### src/rtl/fp_decode_if.sv
// Word-in / result-out bus of the floating-point-to-linear decoder.
// A transfer happens on a rising edge where valid and ready are both high; the producer holds its payload until then, and ready never depends combinationally on valid.
interface fp_decode_if;
   logic        in_valid;
   logic        in_ready;
   logic        S;
   logic [2:0]  E;
   logic [4:0]  F;
   logic        out_valid;
   logic        out_ready;
   logic [12:0] D;

   modport master (
      output in_valid, S, E, F, out_ready,
      input  in_ready, out_valid, D
   );

   modport slave (
      input  in_valid, S, E, F, out_ready,
      output in_ready, out_valid, D
   );
endinterface

### src/rtl/fp_decode.sv
// Sequential decoder: D = (S ? -1 : +1) * (F << E).
// The shift runs one bit per cycle, then a single cycle applies the sign.
module fp_decode (
   input  logic        clk,
   input  logic        rst,
   fp_decode_if.slave  bus,
   output logic        busy,
   output logic [1:0]  state_dbg
);

   typedef enum logic [1:0] {IDLE = 2'd0, SHIFT = 2'd1, SIGN = 2'd2, DONE = 2'd3} state_t;

   state_t      state;
   state_t      state_nx;
   logic        s_q;
   logic [2:0]  cnt;
   logic [12:0] mag;
   logic [12:0] d_q;

   always_ff @(posedge clk) begin
      if (rst) state <= IDLE;
      else     state <= state_nx;
   end

   always_comb begin
      state_nx = state;
      case (state)
         IDLE:    if (bus.in_valid) state_nx = (bus.E != 3'd0) ? SHIFT : SIGN;
         SHIFT:   if (cnt == 3'd1)  state_nx = SIGN;
         SIGN:    state_nx = DONE;
         DONE:    if (bus.out_ready) state_nx = IDLE;
         default: state_nx = IDLE;
      endcase
   end

   always_comb begin
      bus.in_ready  = (state == IDLE);
      bus.out_valid = (state == DONE);
      bus.D         = d_q;
      busy          = (state != IDLE);
      state_dbg     = state;
   end

   // Magnitude never exceeds 31<<7, so the 13-bit negate cannot overflow; -0 folds to 0.
   always_ff @(posedge clk) begin
      if (rst) begin
         s_q <= 1'b0;
         cnt <= 3'd0;
         mag <= 13'd0;
         d_q <= 13'd0;
      end else begin
         case (state)
            IDLE: begin
               if (bus.in_valid) begin
                  s_q <= bus.S;
                  cnt <= bus.E;
                  mag <= {8'b0, bus.F};
               end
            end
            SHIFT: begin
               mag <= mag << 1;
               cnt <= cnt - 3'd1;
            end
            SIGN:    d_q <= s_q ? (~mag + 13'd1) : mag;
            default: ;
         endcase
      end
   end

endmodule

### src/flat_wrapper.sv
// flat-port wrapper written by rule: the top's interface ports become plain ports
module fp_decode_flat 
  (clk, rst, busy, state_dbg, bus_in_valid, bus_S, bus_E, bus_F, bus_out_ready, bus_in_ready, bus_out_valid, bus_D);
  fp_decode_if bus_i ();
  input  logic clk;
  input  logic rst;
  output logic busy;
  output logic [1:0] state_dbg;
  input wire logic [$bits(bus_i.in_valid)-1:0] bus_in_valid;
  input wire logic [$bits(bus_i.S)-1:0] bus_S;
  input wire logic [$bits(bus_i.E)-1:0] bus_E;
  input wire logic [$bits(bus_i.F)-1:0] bus_F;
  input wire logic [$bits(bus_i.out_ready)-1:0] bus_out_ready;
  output wire logic [$bits(bus_i.in_ready)-1:0] bus_in_ready;
  output wire logic [$bits(bus_i.out_valid)-1:0] bus_out_valid;
  output wire logic [$bits(bus_i.D)-1:0] bus_D;
  assign bus_i.in_valid = bus_in_valid;
  assign bus_i.S = bus_S;
  assign bus_i.E = bus_E;
  assign bus_i.F = bus_F;
  assign bus_i.out_ready = bus_out_ready;
  assign bus_in_ready = bus_i.in_ready;
  assign bus_out_valid = bus_i.out_valid;
  assign bus_D = bus_i.D;
  fp_decode u_core (.clk(clk), .rst(rst), .bus(bus_i), .busy(busy), .state_dbg(state_dbg));
endmodule
### config.mk
export PLATFORM = sky130hd
export DESIGN_NAME = fp_decode_flat
export DESIGN_NICKNAME = d
export VERILOG_FILES = /design/src/rtl/fp_decode_if.sv /design/src/rtl/fp_decode.sv /design/src/flat_wrapper.sv
export SDC_FILE = /design/constraint.sdc
export NUM_CORES = 1
export LEC_CHECK = 0
export CORE_ASPECT_RATIO = 1.5
export CORE_MARGIN = 4
export CORE_UTILIZATION = 49
export DETAILED_ROUTE_END_ITERATION = 12
export PLACE_DENSITY_LB_ADDON = 0.05
export SLEW_MARGIN = 10
export SYNTH_ARGS = -nofsm -noshare
export SYNTH_HDL_FRONTEND = slang
export SYNTH_SLANG_ARGS = --single-unit
### constraint.sdc
create_clock -name clk -period 4.15 [get_ports clk]
set_input_delay 0.83 -clock clk [delete_from_list [all_inputs] [get_ports clk]]
set_output_delay 0.83 -clock clk [all_outputs]
set_load 0.02 [all_outputs]
==> impl_metrics.env <==
export IMPL_overflow=0
export IMPL_p_leak_nw=0.7368
export IMPL_cts_setup_buffers=0
export IMPL_critPathKind="reg -> out"
export IMPL_yosysMostFrequentCell="dfxtp_1"
export IMPL_hold_buffers=0
export IMPL_avgSynthCellArea_um2=8.806
export IMPL_startpoint="u_core.state_dbg[0]$_SDFFE_PP0P_"
export IMPL_cts_tree="built"
export IMPL_dieArea_um2=4310
export IMPL_die_height_um=78.43
export IMPL_ys_top_cells_by_area="dfxtp_1 40%, a211oi_1 7.4%, nor2_1 6.5%, ha_1 5.4%, xor2_1 5.4%"
export IMPL_pin_count=31
export IMPL_irDropWorstVdd_uv=437.9
export IMPL_cts_buffers_inserted=5
export IMPL_synth_nets=204
export IMPL_port_buffers=30
export IMPL_wire_per_inst_um=13.07
export IMPL_seq_area_frac_synth=0.3954
export IMPL_drc=0
export IMPL_firstDrtPassIters=4
export IMPL_die_w_um=54.95
export IMPL_hpwl_um=2346
export IMPL_path_delay_family="buffers and inverters"
export IMPL_ys_top_cells_by_count="32 x dfxtp_1, 28 x nor2_1, 16 x a211oi_1"
export IMPL_antenna_cells=0
export IMPL_synthCells=184
export IMPL_worst_ep_arrival_time_ps=1850
export IMPL_synth_flop_cell="dfxtp_1"
export IMPL_min_period_ps=2677
export IMPL_cp_required_ps=3320
export IMPL_grt_max_degree=33
export IMPL_synth_warnings=0
export IMPL_cp_end_kind="output pin"
export IMPL_core_area_um2=3159
export IMPL_first_global_vias=1265
export IMPL_drt_iter0_drc=26
export IMPL_drtAntennaViolNets=0
export IMPL_crit_fanout=10
export IMPL_start_util=0.5129
export IMPL_fmax_mhz=373.6
export IMPL_r2r_end="u_core.cnt[2]$_SDFFE_PP0P_"
export IMPL_viasPerCell=5.409
export IMPL_crit_cells=4
export IMPL_cts_buffer_depth=2
export IMPL_max_cap_violations=0
export IMPL_wl_um=3229
export IMPL_critPathBufInv=3
export IMPL_maxSlewViolCount=0
export IMPL_cts_resized=0
export IMPL_track_usage=0.1743
export IMPL_clock_sinks=32
export IMPL_critPathMostFrequentCell="inv_1"
export IMPL_r2r_start="u_core.state_dbg[1]$_SDFFE_PP0P_"
export IMPL_fp_row_count=25
export IMPL_p_per_area_nw_per_um2=673.4
export IMPL_critPathCapture="busy"
export IMPL_synth_area_um2=1620
export IMPL_reg2reg_setup_slack_ps=1730
export IMPL_antenna_found_initial=0
export IMPL_vias=1336
export IMPL_clock_latency_ps=280
export IMPL_tightest_slew_ps=1208
export IMPL_setup_ws_ps=1473
export IMPL_critPathMaxStageDelay_ps=620
export IMPL_ys_async_sr_fraction=0
export IMPL_crit_path_start_kind="flop"
export IMPL_fin_crit_sh=0.6451
export IMPL_slowest_stage="clkdlybuf4s50_1"
export IMPL_globalplace_congestion=0.7329
export IMPL_worstHoldPathType="reg -> reg"
export IMPL_outcome="complete, no violations"
export IMPL_area_growth_syn_to_layout_pct=23.01
export IMPL_yosys_area_top_type="dfxtp_1"
export IMPL_drive_gt1_frac=0.05797
export IMPL_fin_setup_tns_ps=0
export IMPL_cts_root_buffer_cell="clkbuf_8"
export IMPL_synth_top_cell_area_share=0.3954
export IMPL_path_clk_slew_ps=60
export IMPL_slew_limit_headroom=0.1860
export IMPL_place_ws_ps=1631
export IMPL_ys_seq_elements=32
export IMPL_grt_pass1_wl_um=5623
export IMPL_setup_viol=0
export IMPL_synth_cell_types=32
export IMPL_worstPathCellList="inv_1, ha_1, inv_1, clkdlybuf4s50_1"
export IMPL_fin_skew_ps=7.761
export IMPL_rsz0062_at_grt="false"
export IMPL_rr_worst_depth=5
export IMPL_num_nets_final=226
export IMPL_hold_viol_final=0
export IMPL_htree_levels=2
export IMPL_fillers=278
export IMPL_synth_edf_count=0
-- logic make-up (layout without fill, tap and decap cells) --
logic type / count (synthesis) / count (layout) / share of synthesized area
XOR/XNOR: 11 / 11 / 0.05946
flip-flops: 32 / 32 / 0.3954
adder cells (fa/ha/maj): 7 / 7 / 0.05405
multiplexers: 6 / 6 / 0.03707
buffers and inverters: 25 / 48 / 0.06486
AO/OA/AOI/OAI: 47 / 47 / 0.2239
AND/OR/NAND/NOR: 56 / 56 / 0.1653
-- where the power goes --
part	total, mW	internal [mW]	switching, mW	leakage, nW
Combinational	0.644	0.278	0.366	0.430
Sequential	0.456	0.385	0.0715	0.262
Clock	0.242	0.135	0.107	0.0455
-- worst min-delay path, cell delays in order (launching register included) --
cell and delay, ps:
dfxtp_1 310, nand2_1 60, a21oi_1 50
-- cell usage in the layout, fill, tap and decap left out, drive strengths merged, types with 3 or more instances in the layout --
master / instances
dfxtp: 32
a21oi: 5
nor2b: 3
ha: 7
o31ai: 3
mux2i: 6
a22oi: 8
o21ai: 5
inv: 10
nand2b: 4
clkbuf: 8
nand2: 9
or4: 4
clkdlybuf4s50: 30
o41ai: 4
xor2: 10
nor2: 28
a211oi: 16
-- worst min path at each step --
stage | startpoint | end | slack [ps] | depth (start not counted)
detailed placement | u_core.cnt[1]$_SDFFE_PP0P_ | u_core.cnt[1]$_SDFFE_PP0P_ | 450 | 2
finish | u_core.cnt[1]$_SDFFE_PP0P_ | u_core.cnt[1]$_SDFFE_PP0P_ | 460 | 2
CTS | u_core.cnt[1]$_SDFFE_PP0P_ | u_core.cnt[1]$_SDFFE_PP0P_ | 460 | 2
global route | u_core.cnt[1]$_SDFFE_PP0P_ | u_core.cnt[1]$_SDFFE_PP0P_ | 490 | 2
floorplan | u_core.cnt[1]$_SDFFE_PP0P_ | u_core.cnt[1]$_SDFFE_PP0P_ | 430 | 2
global placement | u_core.cnt[1]$_SDFFE_PP0P_ | u_core.cnt[1]$_SDFFE_PP0P_ | 450 | 2
-- sequential cells by signal, indices dropped and copies added, names as in the netlist --
register / cells
u_core.mag: 13
u_core.cnt: 3
u_core.bus.D: 13
u_core.s_q: 1
u_core.state_dbg: 2
-- through the flow --
stage | hold WS [ps] | utilization | cell area, um^2 | power, mW | std cells
floorplan | 431.9 | - | 1620 | 0.9278 | 184
global placement | 449.6 | 0.6024 | 1903 | 1.089 | 239
detailed placement | 454.0 | 0.6024 | 1903 | 1.113 | 239
CTS | 464.3 | 0.6309 | 1993 | 1.360 | 247
global route | 493.9 | 0.6309 | 1993 | 1.454 | 247
finish | 460.3 | 0.6309 | 1993 | 1.342 | 247
-- metal layers --
layer	vias up	track usage	part of all wire
met4	0	0.08029	0.023
met5	-	0	0
met3	6	0.04554	0.061
met1	606	0.2005	0.41
met2	33	0.2879	0.51
li1	691	-	-
-- final cells by class --
class                   instances  area (um^2)  area share
clock buffers                   8        90.09     0.04520
inverters                      10        37.54     0.01883
multi-input cells             127        874.6      0.4388
flip-flops and latches         32        640.6      0.3214
well taps                      40        50.05     0.02511
repair buffers                 30        300.3      0.1507
Note: power is estimated with default switching activity, not from simulation.
